===== src/rtl/colormem_writer_pkg.sv =====
// Shared types for the colour-memory write front end.
// The fill state type is only referenced when COLORMEM_FILL_EN is defined.
package xv;

    localparam int WORD_W = 16;

    typedef logic [WORD_W-1:0] word_t;

    typedef enum logic {
        CMW_IDLE = 1'b0,
        CMW_RUN  = 1'b1
    } cmw_state_t;

endpackage


===== src/rtl/colormem_writer_fifo.sv =====
// colormem_wr_fifo: synchronous FIFO for queued host palette writes.
// The head entry is visible on pop_data whenever the FIFO is not empty; count, full and empty are registered.
module colormem_wr_fifo #(
    parameter int DEPTH = 4,
    parameter int WIDTH = 24
) (
    input  logic             clk,
    input  logic             rst_n,
    input  logic             push,
    input  logic [WIDTH-1:0] push_data,
    input  logic             pop,
    output logic [WIDTH-1:0] pop_data,
    output logic             full,
    output logic             empty
);

    localparam int PW = $clog2(DEPTH);
    localparam logic [PW:0] DEPTH_C = (PW + 1)'(DEPTH);

    logic [WIDTH-1:0] r_mem [DEPTH];
    logic [PW-1:0]    r_wr_ptr;
    logic [PW-1:0]    r_rd_ptr;
    logic [PW:0]      r_count;
    logic [PW:0]      w_count_nxt;
    logic             r_full;
    logic             r_empty;
    logic             w_push;
    logic             w_pop;

    assign w_push   = push & ~r_full;
    assign w_pop    = pop & ~r_empty;
    assign pop_data = r_mem[r_rd_ptr];
    assign full     = r_full;
    assign empty    = r_empty;

    always_comb begin
        w_count_nxt = r_count;
        case ({w_push, w_pop})
            2'b10:   w_count_nxt = r_count + 1'b1;
            2'b01:   w_count_nxt = r_count - 1'b1;
            default: w_count_nxt = r_count;
        endcase
    end

    always_ff @(posedge clk) begin
        if (w_push) begin
            r_mem[r_wr_ptr] <= push_data;
        end
    end

    always_ff @(posedge clk or negedge rst_n) begin
        if (!rst_n) begin
            r_wr_ptr <= '0;
            r_rd_ptr <= '0;
            r_count  <= '0;
            r_full   <= 1'b0;
            r_empty  <= 1'b1;
        end else begin
            if (w_push) r_wr_ptr <= r_wr_ptr + 1'b1;
            if (w_pop)  r_rd_ptr <= r_rd_ptr + 1'b1;
            r_count <= w_count_nxt;
            r_full  <= (w_count_nxt == DEPTH_C);
            r_empty <= (w_count_nxt == '0);
        end
    end

endmodule


===== src/rtl/colormem_writer.sv =====
// Colour BRAM write front end: host write queue, optional fill engine, registered write port.
// The fill engine is built only when COLORMEM_FILL_EN is defined.
module colormem_writer
    import xv::*;
#(
    parameter int AWIDTH     = 8,
    parameter int FIFO_DEPTH = 4,
    parameter int BLANK_ONLY = 0
) (
    input  logic              clk,
    input  logic              reset_n_i,
    input  logic              host_valid_i,
    output logic              host_ready_o,
    input  logic [AWIDTH-1:0] host_addr_i,
    input  logic [15:0]       host_data_i,
    input  logic              blank_i,
    input  logic              fill_start_i,
    input  logic [AWIDTH-1:0] fill_first_i,
    input  logic [AWIDTH-1:0] fill_last_i,
    input  logic [15:0]       fill_data_i,
    output logic              fill_busy_o,
    output logic              fill_state_dbg_o,
    output logic              cm_wr_en_o,
    output logic [AWIDTH-1:0] cm_wr_address_o,
    output logic [15:0]       cm_wr_data_o
);

    // Host handshake: a write is accepted on any edge where host_valid_i and host_ready_o are both high.
    localparam int FW = AWIDTH + WORD_W;

    logic              w_slot;
    logic              w_push;
    logic              w_pop;
    logic              w_fifo_full;
    logic              w_fifo_empty;
    logic [FW-1:0]     w_head;
    logic              w_fill_req;
    logic              w_fill_grant;
    logic [AWIDTH-1:0] w_fill_addr;
    word_t             w_fill_data;
    logic              r_wr_en;
    logic [AWIDTH-1:0] r_wr_addr;
    word_t             r_wr_data;

    assign w_slot       = (BLANK_ONLY == 0) || blank_i;
    assign host_ready_o = ~w_fifo_full;
    assign w_push       = host_valid_i & ~w_fifo_full;
    assign w_pop        = w_slot & ~w_fifo_empty;
    assign w_fill_grant = w_slot & w_fifo_empty & w_fill_req;

    colormem_wr_fifo #(
        .DEPTH (FIFO_DEPTH),
        .WIDTH (FW)
    ) u_fifo (
        .clk       (clk),
        .rst_n     (reset_n_i),
        .push      (w_push),
        .push_data ({host_addr_i, host_data_i}),
        .pop       (w_pop),
        .pop_data  (w_head),
        .full      (w_fifo_full),
        .empty     (w_fifo_empty)
    );

`ifdef COLORMEM_FILL_EN
    cmw_state_t        r_state;
    cmw_state_t        w_state_nxt;
    logic [AWIDTH-1:0] r_cur;
    logic [AWIDTH-1:0] r_last;
    word_t             r_data;
    logic              r_tail;
    logic              w_start;
    logic              w_at_last;

    // r_tail keeps busy asserted for the cycle in which the final fill write is on the port.
    assign w_start          = fill_start_i && (r_state == CMW_IDLE) && !r_tail;
    assign w_at_last        = (r_cur == r_last);
    assign w_fill_req       = (r_state == CMW_RUN);
    assign w_fill_addr      = r_cur;
    assign w_fill_data      = r_data;
    assign fill_busy_o      = (r_state == CMW_RUN) || r_tail;
    assign fill_state_dbg_o = (r_state == CMW_RUN);

    always_comb begin
        w_state_nxt = r_state;
        case (r_state)
            CMW_IDLE: if (w_start) w_state_nxt = CMW_RUN;
            CMW_RUN:  if (w_fill_grant && w_at_last) w_state_nxt = CMW_IDLE;
            default:  w_state_nxt = CMW_IDLE;
        endcase
    end

    always_ff @(posedge clk or negedge reset_n_i) begin
        if (!reset_n_i) begin
            r_state <= CMW_IDLE;
        end else begin
            r_state <= w_state_nxt;
        end
    end

    always_ff @(posedge clk or negedge reset_n_i) begin
        if (!reset_n_i) begin
            r_cur  <= '0;
            r_last <= '0;
            r_data <= '0;
            r_tail <= 1'b0;
        end else begin
            r_tail <= w_fill_grant && w_at_last;
            if (w_start) begin
                r_cur  <= fill_first_i;
                r_last <= fill_last_i;
                r_data <= fill_data_i;
            end else if (w_fill_grant && !w_at_last) begin
                r_cur <= r_cur + 1'b1;
            end
        end
    end
`else
    logic w_unused_fill;

    assign w_unused_fill    = ^{fill_start_i, fill_first_i, fill_last_i, fill_data_i};
    assign w_fill_req       = 1'b0;
    assign w_fill_addr      = '0;
    assign w_fill_data      = '0;
    assign fill_busy_o      = 1'b0;
    assign fill_state_dbg_o = 1'b0;
`endif

    // Queued host writes always take the slot ahead of the fill engine.
    always_ff @(posedge clk or negedge reset_n_i) begin
        if (!reset_n_i) begin
            r_wr_en   <= 1'b0;
            r_wr_addr <= '0;
            r_wr_data <= '0;
        end else begin
            r_wr_en <= w_pop | w_fill_grant;
            if (w_pop) begin
                r_wr_addr <= w_head[FW-1:WORD_W];
                r_wr_data <= w_head[WORD_W-1:0];
            end else if (w_fill_grant) begin
                r_wr_addr <= w_fill_addr;
                r_wr_data <= w_fill_data;
            end
        end
    end

    assign cm_wr_en_o      = r_wr_en;
    assign cm_wr_address_o = r_wr_addr;
    assign cm_wr_data_o    = r_wr_data;

endmodule

===== config.mk =====
export PLATFORM = sky130hd
export DESIGN_NAME = colormem_writer
export DESIGN_NICKNAME = d
export VERILOG_FILES = /design/src/rtl/colormem_writer_pkg.sv /design/src/rtl/colormem_writer_fifo.sv /design/src/rtl/colormem_writer.sv
export SDC_FILE = /design/constraint.sdc
export NUM_CORES = 1
export LEC_CHECK = 0
export ABC_AREA = 1
export CAP_MARGIN = 20
export CORE_UTILIZATION = 53
export CTS_CLUSTER_DIAMETER = 60
export DETAILED_ROUTE_END_ITERATION = 10
export GPL_TIMING_DRIVEN = 1
export PLACE_DENSITY = 0.82
export SLEW_MARGIN = 20
export SYNTH_ARGS = -nofsm -noshare
export SYNTH_HDL_FRONTEND = slang
export SYNTH_SLANG_ARGS = --single-unit
export TNS_END_PERCENT = 20

===== constraint.sdc =====
create_clock -name clk -period 2.9 [get_ports clk]
set_input_delay 0.725 -clock clk [delete_from_list [all_inputs] [get_ports clk]]
set_output_delay 0.725 -clock clk [all_outputs]
set_load 0.02 [all_outputs]

Word level (Yosys, flattened, before mapping)

Memory sizes are Yosys's and may differ from the RTL's. A register that Yosys moved wholly into a read port is not among the register bits.
Cells that the tools add are included.

Register bits after elaboration: 10
Bits in writable memories: 96
Logic and storage cells: 24
Memories kept: 1

Add/sub/neg operators: 4
Equal/unequal tests: 3
Multiplexer cells: 3
Bitwise operators: 4
Reduce and logical (&&, ||, !) cells: 3

Memory list:

| name         | depth | width | read ports | clocked after Yosys merged registers in | write ports | RTL line                   | text |
|---|---|---|---|---|---|---|---|
| u_fifo.r_mem | 4     | 24    | 1          | 1                                       | 1           | colormem_writer_fifo.sv:20 | `logic [WIDTH-1:0] r_mem [DEPTH];` |

Operator list:

| kind                                                               | number |
|---|---|
| 3-bit case mux with 2 select lines                                 | 1 |
| 2-bit by 1-bit adder with 2-bit output, second input constant      | 2 |
| 3-bit by 1-bit adder with 3-bit output, second input constant      | 1 |
| 3-bit == test, second input constant                               | 1 |
| 3-bit logical NOT                                                  | 1 |
| 3-bit by 1-bit subtractor with 3-bit output, second input constant | 1 |
| 1-bit AND                                                          | 2 |
| 2-bit by 1-bit == test with 1-bit output, second input constant    | 1 |
| 2-bit == test, second input constant                               | 1 |
| 1-bit logical NOT                                                  | 2 |
| 1-bit 2-to-1 mux                                                   | 2 |
| 1-bit inverter                                                     | 2 |

Logic depth before layout (Yosys ltp)

Gate-level depths: netlist of the first run.

Depth after elaboration: 6
Mapped depth: 11

Modules after synthesis

A second synthesis of the first run with hierarchy kept.

Cell total of the unflattened synthesis: 398
Area, all modules: 5,263.8 µm²

By module, submodules not included:

| module           | instances | cells an instance | area each (µm²) |
|---|---|---|---|
| colormem_wr_fifo | 1         | 289               | 4,251.6 |
| colormem_writer  | 1         | 109               | 1,012.2 |

Worst setup path after synthesis of the first run

Ideal clock, no wire load.

Path type: input port to flip-flop
Start point: in host_valid_i
End point: mem u_fifo.r_mem[0][0], enable pin
Library setup time: 0.405 ns
Arrival time: 1.935 ns
Required time: 2.495 ns
Path slack: 0.560 ns
Stages: 2
Cell sequence: nand2_1 > nor2_1

Longest elaborated chain between the ends: 4

Ends and longest elaborated chain:

| item                                   | RTL line                   | text |
|---|---|---|
| from (decl)                            | colormem_writer.sv:12      | `input logic host_valid_i,` |
| 1-bit AND                              | colormem_writer.sv:47      | `assign w_push = host_valid_i & ~w_fifo_full;` |
| 1-bit AND                              | colormem_writer_fifo.sv:30 | `assign w_push = push & ~r_full;` |
| 1-bit 2-to-1 mux                       | colormem_writer_fifo.sv:46 | `if (w_push) begin` |
| 1-bit 2-to-1 mux (not written as such) | colormem_writer_fifo.sv:47 | `r_mem[r_wr_ptr] <= push_data;` |
| to (decl)                              | colormem_writer_fifo.sv:20 |  |

No other way between the ends.

Worst setup path in the final report of the first run

Start point: reg u_fifo.r_full (netlist: u_fifo.full)
End point: out host_ready_o

Longest elaborated chain between the ends: 1

Ends and longest elaborated chain:

| item                   | RTL line                   | text |
|---|---|---|
| from (decl)            | colormem_writer_fifo.sv:25 | `logic r_full;` |
| from (signal assigned) | colormem_writer_fifo.sv:62 | `r_full <= (w_count_nxt == DEPTH_C);` |
| 1-bit inverter         | colormem_writer.sv:46      | `assign host_ready_o = ~w_fifo_full;` |
| to (decl)              | colormem_writer.sv:13      | `output logic host_ready_o,` |

No other way between the ends.

==> flow_summary.json, run 1 <==
{
  "status": "finished clean",
  "clock_skew_ns": 0.00603,
  "pwr_density_cell_nw_per_um2": 1070,
  "regArea_um2": 3730,
  "fin_setup_tns_ns": 0,
  "die_w_um": 103,
  "htree_levels": 4,
  "synth_edf_count": 96,
  "drc": 0,
  "cts-resized-gates": 0,
  "drtAntennaViolNets": 0,
  "final_cell_mix": "nand2_1 (200), inv_1 (110), edfxtp_1 (96)",
  "layout.nets": 666,
  "antenna_found_initial": 0,
  "finalHoldViolCount": 0,
  "hold_buffers": 0,
  "via_count": 3683,
  "dpl_cell_area_um2": 6150,
  "cts.sinks": 130,
  "routed.top_layer": "met4",
  "max-slew-margin-rel": 0.414,
  "cts_tree": "done",
  "drive_gt1_frac": 0.0866,
  "critPathRequiredTime_ns": 2.17,
  "syn_area_um2": 5460,
  "max_clock_freq_mhz": 442,
  "grt_start_max_net_pins": 51,
  "clk_pin_slew_ns": 0.06,
  "post-cts-setup-buffer-count": 0,
  "grt.overflow.total": 0,
  "core_um2": 9860,
  "synthToLayoutAreaGrowth_pct": 22.8,
  "start_util": 0.553,
  "path_class": "reg -> out",
  "final_common_cell": "nand2_1",
  "maxCapViolations": 0,
  "drtIter0Drc": 270,
  "startpoint_type": "register",
  "setup_viol": 0,
  "ys.flop_type": "edfxtp_1",
  "maxSlewViolCount": 0,
  "endpoint_kind": "primary output",
  "grtUsageTotal": 0.228,
  "clock_tree.root_cell": "clkbuf_8",
  "yosysWarningCount": 0,
  "ys_async_sr_fraction": 0.262,
  "antenna_cells": 0,
  "dp_hpwl_um": 6640,
  "rsz0062_at_grt": "no",
  "rows": 36,
  "tightest_slew_ns": 0.878,
  "multi_input_area_um2": 1170,
  "ys_seq_elements": 130,
  "fin_area_um2": 6700,
  "cts-buffers-inserted": 17,
  "place.port_buffers": 52,
  "syn_inst": 536,
  "wirelength_um": 11100,
  "wire_per_inst_um": 14.9,
  "dieArea_um2": 10700,
  "period_share": 0.780,
  "clock_path_buffers": 2,
  "grt_pass1_wl_um": 17500,
  "dr.pass1.iters": 5,
  "met1_length_um": 4440,
  "fin_crit_ns": 2.26,
  "place_congestion": 0.757,
  "r2r_slack_ns": 0.80,
  "wl_met3_um": 640,
  "ir_drop_mv": 0.667,
  "io_pins": 89,
  "cp.arrival_ns": 1.54,
  "syn_area_per_cell_um2": 10.2,
  "critPathMaxFanout": 2,
  "yosysUniqueCellTypes": 21,
  "fillerInstances": 681,
  "power.leakage_nw": 3.12,
  "dr_wl_met2_um": 5830,
  "holdCritPathClass": "in -> async",
  "viasPerCell": 4.94,
  "dieHeight_um": 103,
  "grt_pass1_vias": 3617,
  "worstSkewPairLatency_ns": 0.51,
  "yosysSeqAreaShare": 0.684
}
## flip-flops by register name, summed over array words and instances (netlist names)
name / cells
u_fifo.r_mem: 96
cm_wr_data_o: 16
cm_wr_address_o: 8
u_fifo.r_count: 3
u_fifo.r_rd_ptr: 2
u_fifo.r_wr_ptr: 2
cm_wr_en_o: 1
u_fifo.empty: 1
u_fifo.full: 1
## final timing paths
path                                             startpoint                        endpoint  cells after the start
worst min-delay path                              reset_n_i     cm_wr_data_o[7]$_DFFE_PN0N_                      1
min in group clk                cm_wr_data_o[3]$_DFFE_PN0N_     cm_wr_data_o[3]$_DFFE_PN0N_                      2
worst min register to register  cm_wr_data_o[3]$_DFFE_PN0N_     cm_wr_data_o[3]$_DFFE_PN0N_                      2
worst max-delay path                  u_fifo.full$_DFF_PN0_                    host_ready_o                      2
worst max register to register       u_fifo.empty$_DFF_PN1_           u_fifo.full$_DFF_PN0_                      7
max in group asynchronous                         reset_n_i  cm_wr_address_o[1]$_DFFE_PN0N_                      1
## stage by stage
step | total power, mW | hold WS [ns] | worst slack [ns] | utilization | instances
after floorplan | 4.34 | 0.429 | 0.560 | - | 537
after global placement | 5.06 | 0.463 | 0.421 | 0.623 | 713
after detailed placement | 5.19 | 0.464 | 0.357 | 0.623 | 713
after CTS | 7.17 | 0.330 | 0.621 | 0.679 | 745
after global routing | 7.57 | 0.375 | 0.589 | 0.679 | 745
final | 7.14 | 0.320 | 0.638 | 0.679 | 745
## cells in the mapped netlist, types with 3 or more instances
| master | number | area [um2] |
|---|---|---|
| ha_1 | 5 | 62.6 |
| nand3_1 | 49 | 245 |
| dfrtp_1 | 33 | 826 |
| nand2_1 | 200 | 751 |
| edfxtp_1 | 96 | 2880 |
| buf_2 | 16 | 80.1 |
| xor2_1 | 3 | 26.3 |
| buf_6 | 3 | 33.8 |
| inv_1 | 110 | 413 |
| nor2_1 | 6 | 22.5 |
## kinds of logic after synthesis
kind of cell / share of synthesized area
XOR/XNOR: 0.00642
AO/OA/AOI/OAI: 0.00275
flip-flops: 0.684
other: 0.000687
AND/OR/NAND/NOR: 0.188
adder cells (fa/ha/maj): 0.0151
buffers and inverters: 0.103
## metal layers
layer  vias to the layer above  track usage
met1                      1761        0.264
met4                         0       0.0986
met3                        24       0.0612
met5                         -            0
li1                       1770            -
met2                       128        0.398
## final cells by class
cell class              count  area share
clock inverters            12      0.0162
well taps                 133      0.0248
inverters                 113      0.0633
flip-flops and latches    130       0.557
repair buffers             66      0.0964
multi-input cells         271       0.175
clock buffers              20      0.0665
## worst max-delay path, cell delays in order (launching register included)
cell and delay [ns]:
dfrtp_1 0.36, inv_1 0.07, clkdlybuf4s50_1 0.60
## where the power goes
part	total, mW	leakage [nW]	internal (mW)	switching (mW)
logic	2.44	1.58	0.883	1.56
registers	2.75	1.28	2.56	0.195
clock network	1.95	0.259	1.18	0.770
Power figures use the tool's default switching activity.
==> run 2, diff against run 1 <==
--- a/config.mk
+++ b/config.mk
@@ -7,11 +7,11 @@
 export LEC_CHECK = 0
 export ABC_AREA = 1
 export CAP_MARGIN = 20
-export CORE_UTILIZATION = 53
+export CORE_UTILIZATION = 48
 export CTS_CLUSTER_DIAMETER = 60
 export DETAILED_ROUTE_END_ITERATION = 10
 export GPL_TIMING_DRIVEN = 1
-export PLACE_DENSITY = 0.82
+export PLACE_DENSITY = 0.79
 export SLEW_MARGIN = 20
 export SYNTH_ARGS = -nofsm -noshare
 export SYNTH_HDL_FRONTEND = slang
==> constraint.sdc (replaced) <==
create_clock -name clk -period 1.9 [get_ports clk]
set_input_delay 0.475 -clock clk [delete_from_list [all_inputs] [get_ports clk]]
set_output_delay 0.475 -clock clk [all_outputs]
set_load 0.02 [all_outputs]
==> run 2 against run 1 <==
Net effect:
- non-clock buffer count is 6 higher
- wire length down 1.7%
- total power grew 57%
- sequential share of layout area decreased by 1.1 points
- critical path depth down 1
- sequential cell count stayed put
- first-iteration DRC count fell by 27%
- highest routed layer unchanged
- cell count rose by 1.7%
- final area increased by 2.1%
- clock power rose by 66%
==> flow_summary.json, run 2 (same netlist as run 1, synthesis figures left out) <==
{
  "status": "finished clean",
  "cpMaxStageDelayCell": "clkdlybuf4s50_1",
  "grt_start_max_net_pins": 37,
  "critPathMaxFanout": 2,
  "antenna_found_initial": 0,
  "grt.overflow.total": 0,
  "max-slew-margin-rel": 0.597,
  "maxSlewViolCount": 0,
  "dr_wl_met2_um": 5640,
  "holdCritPathClass": "in -> async",
  "cts-buffers-inserted": 17,
  "layout.nets": 672,
  "max_stage_delay_ns": 0.61,
  "place.port_buffers": 52,
  "fin_crit_ns": 1.87,
  "rows": 38,
  "routed.top_layer": "met4",
  "path_buf_inv": 1,
  "final_common_cell": "nand2_1",
  "period_share": 0.984,
  "drtIter0Drc": 198,
  "htree_levels": 4,
  "startpoint_type": "register",
  "path_class": "reg -> out",
  "worstSkewPairLatency_ns": 0.42,
  "largest_register_ffs": 96,
  "fin_setup_tns_ns": 0,
  "whs_ns": 0.0652,
  "clock_skew_ns": 0.00810,
  "die_w_um": 109,
  "clk_pin_slew_ns": 0.06,
  "viasPerCell": 4.91,
  "dr.pass1.iters": 5,
  "core_um2": 10900,
  "pwr_density_cell_nw_per_um2": 1640,
  "wl_met3_um": 562,
  "tightest_slew_ns": 0.604,
  "dp_cells": 726,
  "drtAntennaViolNets": 0,
  "clock_path_buffers": 2,
  "wirelength_um": 10900,
  "cp_cell_sequence": "clkdlybuf4s50_1",
  "rsz0062_at_grt": "no",
  "path_delay_family": "buffers and inverters",
  "ir_drop_mv": 0.713,
  "cp.arrival_ns": 1.40,
  "cts_tree": "done",
  "drive_gt1_frac": 0.0922,
  "grt_pass1_vias": 3810,
  "final_cells": 758,
  "final_cell_mix": "nand2_1 (200), inv_1 (110), edfxtp_1 (96)",
  "wire_per_inst_um": 14.4,
  "dp_hpwl_um": 6600,
  "synthToLayoutAreaGrowth_pct": 25.3,
  "dieArea_um2": 11800,
  "maxCapViolations": 0,
  "max_clock_freq_mhz": 535,
  "power.leakage_nw": 3.21,
  "critPathRequiredTime_ns": 1.42,
  "finalHoldViolCount": 0,
  "setup_viol": 0,
  "grt_pass1_wl_um": 17600,
  "dieHeight_um": 109,
  "via_count": 3720,
  "start_util": 0.499,
  "drc": 0,
  "met1_length_um": 4550,
  "cts.sinks": 130,
  "regMostFlops": "u_fifo.r_mem",
  "endpoint_kind": "primary output",
  "io_pins": 89,
  "grtUsageTotal": 0.205,
  "finalPower_mw": 11.2,
  "clock_tree.root_cell": "clkbuf_16",
  "place_congestion": 0.710,
  "antenna_cells": 0
}
[run 2: changes by cell type in the layout (fill, tap and decap cells not counted), sizes merged]
cell,previous run,this run
buf,15,21
clkdlybuf4s50,51,45
dlygate4sd2,0,3
dlymetal6s2s,0,3
bufinv,1,3
clkinv,6,5
clkinvlp,5,4
[run 2: layout make-up]
type | count | area, um2
Fill cell | 835 | 4100
Clock buffer | 20 | 437
Clock inverter | 12 | 160
Sequential cell | 130 | 3730
Timing Repair Buffer | 72 | 732
Multi-Input combinational cell | 271 | 1170
Tap cell | 140 | 175
Inverter | 113 | 424
[run 2: path summary, 6_finish.rpt]
kind	cells past startpoint	slack, ns	from	endpoint
worst max-delay path	1	0.03	cm_wr_address_o[2]$_DFFE_PN0N_	cm_wr_address_o[2]
min in group clk	2	0.47	cm_wr_data_o[4]$_DFFE_PN0N_	cm_wr_data_o[4]$_DFFE_PN0N_
max in group asynchronous	2	1.34	reset_n_i	cm_wr_data_o[13]$_DFFE_PN0N_
worst min register to register	2	0.47	cm_wr_data_o[4]$_DFFE_PN0N_	cm_wr_data_o[4]$_DFFE_PN0N_
worst min-delay path	1	0.07	reset_n_i	cm_wr_data_o[4]$_DFFE_PN0N_
worst max register to register	6	0.11	u_fifo.empty$_DFF_PN1_	u_fifo.full$_DFF_PN0_
[run 2: where the power goes]
group          leakage, nW  switching [mW]  total (mW)  internal [mW]
Combinational         1.65            2.38        3.78           1.41
Clock                0.277            1.17        3.23           2.07
Sequential            1.28           0.320        4.22           3.90
Total                 3.21            3.86        11.2           7.37
[run 2: through the flow]
| stage | utilization | area, um2 | setup slack, ns |
|---|---|---|---|
| after floorplan | - | 5460 | -0.264 |
| after global placement | 0.570 | 6240 | -0.277 |
| after detailed placement | 0.570 | 6240 | -0.364 |
| after CTS | 0.625 | 6830 | 0.00293 |
| after global routing | 0.625 | 6840 | 0.00287 |
| final | 0.625 | 6840 | 0.0295 |
[run 2: layer usage]
metal,global-route usage,vias up
met5,0,-
met3,0.0526,19
met1,0.239,1791
met2,0.344,131
li1,-,1779
met4,0.114,0
[run 2: what timing repair did]
| item | in CTS | in global routing |
|---|---|---|
| setup buffers | 0 | 0 |
| hold buffers | 0 | 0 |
| gates resized for setup | 3 | 4 |
| setup endpoints to repair | 3 | 4 |
